**src/rtl/vrf_load_unit.sv**
```systemverilog
// vrf_load_unit: fetches 4 bytes from memory and writes them as one 32b vector into the VRF; ports: clk/rst_n, start/vreg_dst/base_addr/abort in, busy/done out, mem_* read port, vregw/vdataw/vrf_write VRF port
module vrf_load_unit #(
  parameter int ADDR_W = 8
) (
  input  logic              clk,
  input  logic              rst_n,
  input  logic              start_i,
  input  logic [1:0]        vreg_dst_i,
  input  logic [ADDR_W-1:0] base_addr_i,
  input  logic              abort_i,
  output logic              busy_o,
  output logic              done_o,
  output logic [ADDR_W-1:0] mem_addr_o,
  output logic              mem_rd_o,
  input  logic [7:0]        mem_rdata_i,
  input  logic              mem_ready_i,
  output logic [1:0]        vregw_o,
  output logic [31:0]       vdataw_o,
  output logic              vrf_write_o
);
  typedef enum logic [1:0] {IDLE, READ, WRITE} state_t;
  state_t            state_q;
  logic [1:0]        lane_q, vreg_q;
  logic [ADDR_W-1:0] base_q;
  logic [31:0]       buf_q, buf_d;
  always_comb begin
    buf_d = buf_q;
    buf_d[{lane_q, 3'b000} +: 8] = mem_rdata_i;
  end
  always_ff @(posedge clk or negedge rst_n) begin
    if (!rst_n) begin
      state_q     <= IDLE;
      lane_q      <= '0;
      vreg_q      <= '0;
      base_q      <= '0;
      buf_q       <= '0;
      busy_o      <= 1'b0;
      done_o      <= 1'b0;
      mem_addr_o  <= '0;
      mem_rd_o    <= 1'b0;
      vregw_o     <= '0;
      vdataw_o    <= '0;
      vrf_write_o <= 1'b0;
    end else begin
      case (state_q)
        IDLE: if (start_i) begin
          state_q    <= READ;
          vreg_q     <= vreg_dst_i;
          base_q     <= base_addr_i;
          lane_q     <= '0;
          mem_rd_o   <= 1'b1;
          mem_addr_o <= base_addr_i;
          busy_o     <= 1'b1;
        end
        READ: if (abort_i) begin
          state_q  <= IDLE;
          mem_rd_o <= 1'b0;
          busy_o   <= 1'b0;
        end else if (mem_ready_i) begin
          buf_q      <= buf_d;
          lane_q     <= lane_q + 2'd1;
          mem_addr_o <= base_q + ADDR_W'(lane_q) + ADDR_W'(1);
          if (lane_q == 2'd3) begin
            state_q     <= WRITE;
            mem_rd_o    <= 1'b0;
            vrf_write_o <= 1'b1;
            done_o      <= 1'b1;
            vregw_o     <= vreg_q;
            vdataw_o    <= buf_d;
          end
        end
        default: begin
          state_q     <= IDLE;
          vrf_write_o <= 1'b0;
          done_o      <= 1'b0;
          busy_o      <= 1'b0;
        end
      endcase
    end
  end
endmodule

```
**config.mk**
```make
export PLATFORM = sky130hd
export DESIGN_NAME = vrf_load_unit
export DESIGN_NICKNAME = d
export VERILOG_FILES = /design/src/rtl/vrf_load_unit.sv
export SDC_FILE = /design/constraint.sdc
export NUM_CORES = 1
export LEC_CHECK = 0
export CORE_MARGIN = 8
export CORE_UTILIZATION = 50
export DETAILED_ROUTE_END_ITERATION = 10
export PLACE_DENSITY = 0.8
export SKIP_CTS_REPAIR_TIMING = 1
export SLEW_MARGIN = 20
export SYNTH_ARGS = -nofsm -noshare
export SYNTH_HDL_FRONTEND = slang
export SYNTH_SLANG_ARGS = --single-unit
export TNS_END_PERCENT = 30
```
**constraint.sdc**
```tcl
create_clock -name clk -period 2.99 [get_ports clk]
set_clock_uncertainty 0.2 [all_clocks]
set_input_delay 0.598 -clock clk [delete_from_list [all_inputs] [get_ports clk]]
set_output_delay 0.598 -clock clk [all_outputs]
set_load 0.05 [all_outputs]
```
==> impl_metrics.yaml, run 1 <==
run_status:
  status: "completed"
yosys:
  synthDistinctLibCells: 41
  netlist_area_um2: 4150
  synth_cells: 374
  synthArstFlopShare: 1.00
  seq_area_frac_synth: 0.549
  syn-mean-instance-area_um2: 11.1
  ys_warn_count: 0
  synth_seq_cells: 91
  syn_nets: 406
  synthFlopType: "dfrtp_1"
  synth_edf_count: 0
power:
  p_clk_frac: 0.161
  cellPowerDensity_nw_per_um2: 1020
  leakage_uw: 0.00225
  swShare: 0.450
  p_switching_uw: 2320
  irDropWorstVdd_uv: 500
  p_int_uw: 2840
  fin_total_pwr_uw: 5160
  pwr-share-comb: 0.488
  seq_power_share: 0.351
detailed_routing:
  dr_total_vias: 3106
  routed_wl_mm: 9.42
  vias_per_cell: 5.73
  drt_iter0_drc: 268
  wl_per_cell_um: 17.4
  first_pass_iters: 5
  drcViolationCount: 0
  ant_nets: 0
clocking:
  clk_pin_slew_ps: 100
  htree_levels: 3
  cts_sinks: 91
  root_buffer: "clkbuf_8"
  numCtsBuffers: 9
  insertion_delay_ps: 360
  tritoncts: "yes"
  clk_path_buf_depth: 2
critical_path:
  crit_chain: "clkdlybuf4s50_1"
  cp_slowest_cell: "clkdlybuf4s50_1"
  critPathCaptureType: "output pin"
  slowest_delay_ps: 820
  critPathMaxFanout: 2
  cp-start-kind: "flip-flop"
  critPathKind: "flip-flop to output pin"
  worst-path-buf-inv: 1
  crit_arrival_ps: 1580
  cp.required_ps: 2190
  critPathTopFamily: "buffers and inverters"
sta:
  slew_violations: 0
  finalHoldViolations: 0
  relSlewSlack: 0.621
  setup_viol: 0
  max_freq_mhz: 420
  rsz0062_at_grt: "no"
  setup_tns_ps: 0
  period_share: 0.796
  period_needed_ps: 2380
  max_slew.worst_pin.slew_ps: 568
global_routing:
  grt_remaining_overflow: 0
  grt_pass1_wl_mm: 15.5
  grt_pass1_vias: 3023
  grt_max_degree: 52
  grt_antenna_before_repair: 0
  grt.total_usage: 0.168
floorplanning:
  die_width_um: 107
  initial_utilization: 0.510
  core_area_um2: 8130
  die-area_um2: 11500
  placementRows: 33
  io-pin-count: 69
  die_h_um: 107
placed_design:
  hpwl_mm: 6.44
  gp_congestion: 0.821
  numPortBuffers: 68
finish:
  syn_to_final_growth_pct: 22.3
  final_nets: 464
  layout-drive-gt1-share: 0.130
  diodes: 0
worst_hold_path:
  min-delay-path-class: "primary input to asynchronous set/reset pin"
run:
  maxCapViolCount: 0
==> cell type report <==
class                   instances  area (µm²)
multi-input cells             247        1680
clock inverters                 6        65.1
clock buffers                  10         128
repair buffers                 75         756
inverters                       8        30.0
flip-flops and latches         91        2280
well taps                     105         131
fillers                       658        3060
==> cells by family after synthesis <==
group | share of synthesized area
AO/OA/AOI/OAI | 0.208
buffers and inverters | 0.0450
flip-flops | 0.549
adder cells (fa/ha/maj) | 0.0290
multiplexers | 0.0293
AND/OR/NAND/NOR | 0.132
XOR/XNOR | 0.00845
==> through the flow <==
step                      cell area (µm²)  utilization  hold slack (ps)  setup WS [ps]  cells
after floorplan                      4150            -              102            690    374
after global placement               4880        0.600              272            560    526
after detailed placement             4880        0.600              274            500    526
after CTS                            5070        0.623             31.7            600    542
after global routing                 5070        0.623             63.3            483    542
final                                5070        0.623             19.8            611    542
==> state kept, by name, summed over array words and instances, names as in the netlist <==
name,count
vreg_q,2
vregw_o,2
mem_addr_o,8
vdataw_o,32
busy_o,1
base_q,8
state_q,2
mem_rd_o,1
vrf_write_o,1
buf_q,32
lane_q,2
==> placed cells by master (no fill, tap or decap), drive strengths merged, types with 5 or more instances in the layout <==
cell / count
clkinv: 5
clkdlybuf4s50: 67
inv: 7
ha: 8
o21ai: 13
a21oi: 56
clkbuf: 10
dfrtp: 91
and2b: 8
a32oi: 16
nor2b: 10
mux2: 9
nand2: 17
buf: 8
nor2: 43
a22o: 32
==> cells in the mapped netlist, types with 3 or more instances <==
library cell,instances,area (µm²)
inv_1,6,22.5
mux2_2,9,101
clkbuf_1,10,37.5
and2b_1,8,60.1
a21oi_1,56,280
o21ai_0,13,65.1
a22o_2,16,160
nand2_1,17,63.8
and3_1,4,25.0
nor2_2,3,18.8
dfrtp_1,91,2280
nor2_1,40,150
nand3b_1,4,30.0
a32oi_1,16,140
buf_6,3,33.8
a22o_1,16,140
ha_1,8,100
buf_4,4,30.0
nor2b_1,9,56.3
buf_2,10,50.1
==> power by group through the flow <==
| stage | logic, µW | registers, µW | clock network, µW |
|---|---|---|---|
| after floorplan | 741 | 2790 | 0 |
| after global placement | 2500 | 1830 | 0 |
| final | 2520 | 1810 | 832 |
| after CTS | 2540 | 1810 | 850 |
| after global routing | 2680 | 1850 | 904 |
| after detailed placement | 2530 | 1840 | 0 |
==> path summary, 6_finish.rpt <==
path | startpoint | endpoint | slack (ps) | cells past startpoint
max in group asynchronous | rst_n | mem_addr_o[3]$_DFFE_PN0P_ | 1910 | 2
hold reg to reg | buf_q[24]$_DFFE_PN0P_ | buf_q[24]$_DFFE_PN0P_ | 300 | 1
min in group clk | buf_q[24]$_DFFE_PN0P_ | buf_q[24]$_DFFE_PN0P_ | 300 | 1
setup / recovery | mem_addr_o[6]$_DFFE_PN0P_ | mem_addr_o[6] | 610 | 1
hold / removal | rst_n | vdataw_o[19]$_DFFE_PN0P_ | 20 | 1
setup reg to reg | lane_q[1]$_DFFE_PN0P_ | buf_q[9]$_DFFE_PN0P_ | 640 | 6
==> routing by layer <==
layer | vias up | GRT usage | part of all wire
met4 | 0 | 0.0553 | 0.011
met5 | - | 0 | 0
met1 | 1519 | 0.232 | 0.46
li1 | 1466 | - | -
met2 | 108 | 0.247 | 0.45
met3 | 13 | 0.0504 | 0.080
Power figures use the tool's default switching activity.
==> run 2: changes to the inputs <==
==> constraint.sdc (replaced) <==
create_clock -name clk -period 2.4 [get_ports clk]
set_clock_uncertainty 0.2 [all_clocks]
set_input_delay 0.48 -clock clk [delete_from_list [all_inputs] [get_ports clk]]
set_output_delay 0.48 -clock clk [all_outputs]
set_load 0.05 [all_outputs]
==> run 2 against run 1 <==
Net effect: global-route usage up 0.53 points; final cell count rose by 1.5%; via count fell by 0.13%; sequential share of layout area shrank 0.41 points; setup slack worse by 460 ps; design area increased by 0.91%; non-clock buffer count increased by 8; clock-buffer cell count unchanged; die area did not move; sequential power grew 25%; combinational power increased by 26%; largest power group unchanged; highest routed layer unchanged.
==> impl_metrics.yaml, run 2 (synthesis gave the netlist of run 1 again) <==
clocking:
  clk_path_buf_depth: 2
  root_buffer: "clkbuf_8"
  htree_levels: 3
  insertion_delay_ps: 360
  numCtsBuffers: 9
  clk_pin_slew_ps: 90
  cts_sinks: 91
  tritoncts: "yes"
power:
  swShare: 0.456
  p_switching_uw: 2910
  p_clk_frac: 0.147
  p_int_uw: 3470
  irDropWorstVdd_uv: 608
  fin_total_pwr_uw: 6380
  cellPowerDensity_nw_per_um2: 1250
  pwr-share-comb: 0.499
  seq_power_share: 0.354
  leakage_uw: 0.00229
finish:
  nFillCells: 671
  ff_latch_area_um2: 2280
  syn_to_final_growth_pct: 23.4
  fin_area_um2: 5120
  multi_input_area_um2: 1680
  diodes: 0
  final_cell_mix: "dfrtp_1 (91), clkdlybuf4s50_1 (67), a21oi_1 (56)"
  final_nets: 472
  mostFrequentLayoutCell: "dfrtp_1"
  utilization: 0.629
  layout-drive-gt1-share: 0.144
  reg_top3: "buf_q: 32 flops, vdataw_o: 32 flops"
sta:
  period_needed_ps: 2250
  relSlewSlack: 0.651
  slew_violations: 0
  rsz0062_at_grt: "no"
  max_freq_mhz: 445
  setup_viol: 0
  period_share: 0.936
  finalHoldViolations: 0
  max_slew.worst_pin.slew_ps: 522
  setup_tns_ps: 0
detailed_routing:
  dr_total_vias: 3102
  vias_per_cell: 5.64
  wl_met1_mm: 4.22
  wl_met3_um: 763
  ant_nets: 0
  drcViolationCount: 0
  routed_wl_mm: 9.54
  first_pass_iters: 4
  drt_iter0_drc: 137
  wl_met2_mm: 4.44
  top_layer: "met4"
  wl_per_cell_um: 17.3
global_routing:
  grt_pass1_wl_mm: 16.1
  grt_pass1_vias: 3183
  grt_max_degree: 92
  grt_remaining_overflow: 0
  grt.total_usage: 0.174
  grt_antenna_before_repair: 0
floorplanning:
  die-area_um2: 11500
  io-pin-count: 69
  initial_utilization: 0.510
  die_width_um: 107
  die_h_um: 107
  placementRows: 33
  core_area_um2: 8130
critical_path:
  r2r_end: "buf_q[4]$_DFFE_PN0P_"
  rrSetupSlack_ps: 260
  crit_arrival_ps: 1570
  cp_slowest_cell: "clkdlybuf4s50_1"
  worst-path-buf-inv: 1
  path_depth: 1
  critPathMaxFanout: 2
  critPathCaptureType: "output pin"
  cp-start-kind: "flip-flop"
  critPathKind: "flip-flop to output pin"
  slowest_delay_ps: 830
  crit_chain: "clkdlybuf4s50_1"
  r2r-start: "lane_q[1]$_DFFE_PN0P_"
  cp.required_ps: 1720
  r2r_cells: 5
  critPathTopFamily: "buffers and inverters"
run_status:
  status: "completed"
worst_hold_path:
  min_to: "buf_q[30]$_DFFE_PN0P_"
  min-delay-path-class: "flip-flop to flip-flop"
  hold_start: "buf_q[30]$_DFFE_PN0P_"
  min_path_cells: 1
placed_design:
  hpwl_mm: 6.67
  placed_area_um2: 4930
  gp_congestion: 0.807
  numPortBuffers: 68
run:
  maxCapViolCount: 0
==> run 2: metal layers <==
layer | GRT usage | vias up
met4 | 0.0492 | 0
li1 | - | 1479
met2 | 0.268 | 100
met3 | 0.0516 | 10
met1 | 0.231 | 1513
met5 | 0 | -
==> run 2: power by group through the flow <==
stage / registers, µW / logic [µW] / clock network [µW]
floorplan: 3470 / 923 / 0
global placement: 2270 / 3140 / 0
detailed placement: 2300 / 3200 / 0
CTS: 2270 / 3220 / 967
global route: 2320 / 3390 / 1040
finish: 2260 / 3180 / 939
==> run 2: how the worst max path moves through the flow <==
stage,start,to,slack [ps]
floorplan,lane_q[0]$_DFFE_PN0P_,buf_q[24]$_DFFE_PN0P_,100
global placement,abort_i,buf_q[0]$_DFFE_PN0P_,180
detailed placement,mem_ready_i,buf_q[0]$_DFFE_PN0P_,150
CTS,busy_o$_DFFE_PN0P_,busy_o,130
global route,busy_o$_DFFE_PN0P_,busy_o,90
finish,mem_rd_o$_DFFE_PN0P_,mem_rd_o,150
==> run 2: through the flow <==
step | hold WS, ps | std cells | worst slack (ps)
after floorplan | -15.6 | 374 | 99.9
after global placement | 274 | 533 | 182
after detailed placement | 274 | 533 | 149
after CTS | -37.0 | 549 | 129
after global routing | 321 | 550 | 93.9
final | 299 | 550 | 154
==> run 2: area by class of cell <==
| type | count | share of cell area |
|---|---|---|
| Clock inverter | 6 | 0.00954 |
| Tap cell | 105 | 0.0257 |
| Timing Repair Buffer | 83 | 0.160 |
| Multi-Input combinational cell | 247 | 0.329 |
| Inverter | 8 | 0.00587 |
| Clock buffer | 10 | 0.0249 |
| Sequential cell | 91 | 0.445 |
==> run 3: changes to the inputs <==
--- a/config.mk
+++ b/config.mk
@@ -9,8 +9,9 @@
 export CORE_UTILIZATION = 50
 export DETAILED_ROUTE_END_ITERATION = 10
 export PLACE_DENSITY = 0.8
+export RECOVER_POWER = 100
 export SKIP_CTS_REPAIR_TIMING = 1
-export SLEW_MARGIN = 20
+export SLEW_MARGIN = 30
 export SYNTH_ARGS = -nofsm -noshare
 export SYNTH_HDL_FRONTEND = slang
 export SYNTH_SLANG_ARGS = --single-unit
==> run 3 against run 2 <==
Net effect: critical path depth unchanged; setup slack got worse by 56 ps; first-iteration DRC count increased by 5.1%.
==> impl_metrics.yaml, run 3 (synthesis gave the netlist of run 1 again) <==
critical_path:
  r2r_cells: 5
  crit_path_end: "mem_addr_o[0]"
  critPathTopFamily: "buffers and inverters"
  critPathMaxFanout: 2
  path_depth: 1
  crit_arrival_ps: 1620
  rrSetupSlack_ps: 240
  worst-path-buf-inv: 1
  cp.required_ps: 1720
  cp_slowest_cell: "dlygate4sd3_1"
  r2r_end: "buf_q[4]$_DFFE_PN0P_"
  crit_chain: "dlygate4sd3_1"
  r2r-start: "lane_q[1]$_DFFE_PN0P_"
  critPathKind: "flip-flop to output pin"
  slowest_delay_ps: 890
  cp-start-kind: "flip-flop"
  crit_start: "mem_addr_o[0]$_DFFE_PN0P_"
  critPathCaptureType: "output pin"
power:
  swShare: 0.464
  seq_power_share: 0.360
  leakage_uw: 0.00238
  cellPowerDensity_nw_per_um2: 1220
  pwr-share-comb: 0.489
  irDropWorstVdd_uv: 599
  fin_total_pwr_uw: 6230
  p_int_uw: 3340
  p_switching_uw: 2890
  p_clk_frac: 0.151
sta:
  slew_violations: 0
  max_slew.worst_pin.slew_ps: 1200
  relSlewSlack: 0.198
  max_freq_mhz: 434
  period_needed_ps: 2300
  finalHoldViolations: 0
  setup_tns_ps: 0
  period_share: 0.959
  setup_viol: 0
  rsz0062_at_grt: "no"
  timing.final.ws_setup_ps: 98.1
finish:
  diodes: 0
  syn_to_final_growth_pct: 22.9
  nFillCells: 676
  final_cell_mix: "dfrtp_1 (91), a21oi_1 (56), dlygate4sd3_1 (44)"
  utilization: 0.626
  layout-drive-gt1-share: 0.137
  reg_top3: "buf_q: 32 flops, vdataw_o: 32 flops"
  mostFrequentLayoutCell: "dfrtp_1"
  final_nets: 472
global_routing:
  grt_pass1_wl_mm: 16.1
  grt.total_usage: 0.174
  grt_remaining_overflow: 0
  grt_max_degree: 92
  grt_antenna_before_repair: 0
  grt_pass1_vias: 3183
worst_hold_path:
  min_path_cells: 1
  min-delay-path-class: "flip-flop to flip-flop"
detailed_routing:
  drt_iter0_drc: 144
  routed_wl_mm: 9.51
  ant_nets: 0
  vias_per_cell: 5.64
  first_pass_iters: 4
  wl_per_cell_um: 17.3
  drcViolationCount: 0
  dr_total_vias: 3103
clocking:
  tritoncts: "yes"
  clk_pin_slew_ps: 90
  htree_levels: 3
  cts_sinks: 91
  numCtsBuffers: 9
  clk_path_buf_depth: 2
  root_buffer: "clkbuf_8"
  insertion_delay_ps: 350
floorplanning:
  die_h_um: 107
  placementRows: 33
  io-pin-count: 69
  initial_utilization: 0.510
  die-area_um2: 11500
  core_area_um2: 8130
  die_width_um: 107
placed_design:
  hpwl_mm: 6.67
  numPortBuffers: 68
  gp_congestion: 0.807
  dp_slack_ps: 149
run:
  maxCapViolCount: 0
run_status:
  status: "completed"
[run 3: worst min path at each step]
stage,start,end,slack (ps)
after CTS,rst_n,vdataw_o[20]$_DFFE_PN0P_,-40
after detailed placement,buf_q[31]$_DFFE_PN0P_,buf_q[31]$_DFFE_PN0P_,270
after global placement,mem_addr_o[7]$_DFFE_PN0P_,mem_addr_o[7]$_DFFE_PN0P_,270
after floorplan,rst_n,base_q[0]$_DFFE_PN0P_,-20
after global routing,mem_addr_o[7]$_DFFE_PN0P_,mem_addr_o[7]$_DFFE_PN0P_,320
final,buf_q[30]$_DFFE_PN0P_,buf_q[30]$_DFFE_PN0P_,300
[run 3: routing by layer]
layer,routed length (µm),up-vias,track usage,share of wire
li1,-,1486,-,-
met1,4160,1515,0.231,0.44
met2,4510,96,0.268,0.47
met3,782,6,0.0516,0.082
met4,57,0,0.0492,0.0060
met5,0,-,0,0
[run 3: metrics by stage]
stage	std cells	area, µm²	hold slack, ps
2_1_floorplan	374	4150	-15.6
3_3_place_gp	533	4930	274
3_5_place_dp	533	4930	274
4_1_cts	549	5110	-37.0
5_1_grt	550	5090	321
6_report	550	5090	299
[run 3: layout make-up]
| type | instances | area (µm²) | area share |
|---|---|---|---|
| clock buffer | 10 | 128 | 0.0250 |
| clock inverter | 6 | 48.8 | 0.00958 |
| tap | 105 | 131 | 0.0258 |
| timing repair buffer | 83 | 800 | 0.157 |
| sequential | 91 | 2280 | 0.447 |
| inverter | 8 | 30.0 | 0.00589 |
| multi-input combinational | 247 | 1680 | 0.330 |
[run 3: power by group through the flow]
stage / clock [µW] / sequential (µW) / combinational, µW
2_1_floorplan: 0 / 3470 / 923
4_1_cts: 967 / 2270 / 3220
6_report: 940 / 2240 / 3050
3_3_place_gp: 0 / 2270 / 3140
5_1_grt: 1040 / 2300 / 3260
3_5_place_dp: 0 / 2300 / 3200
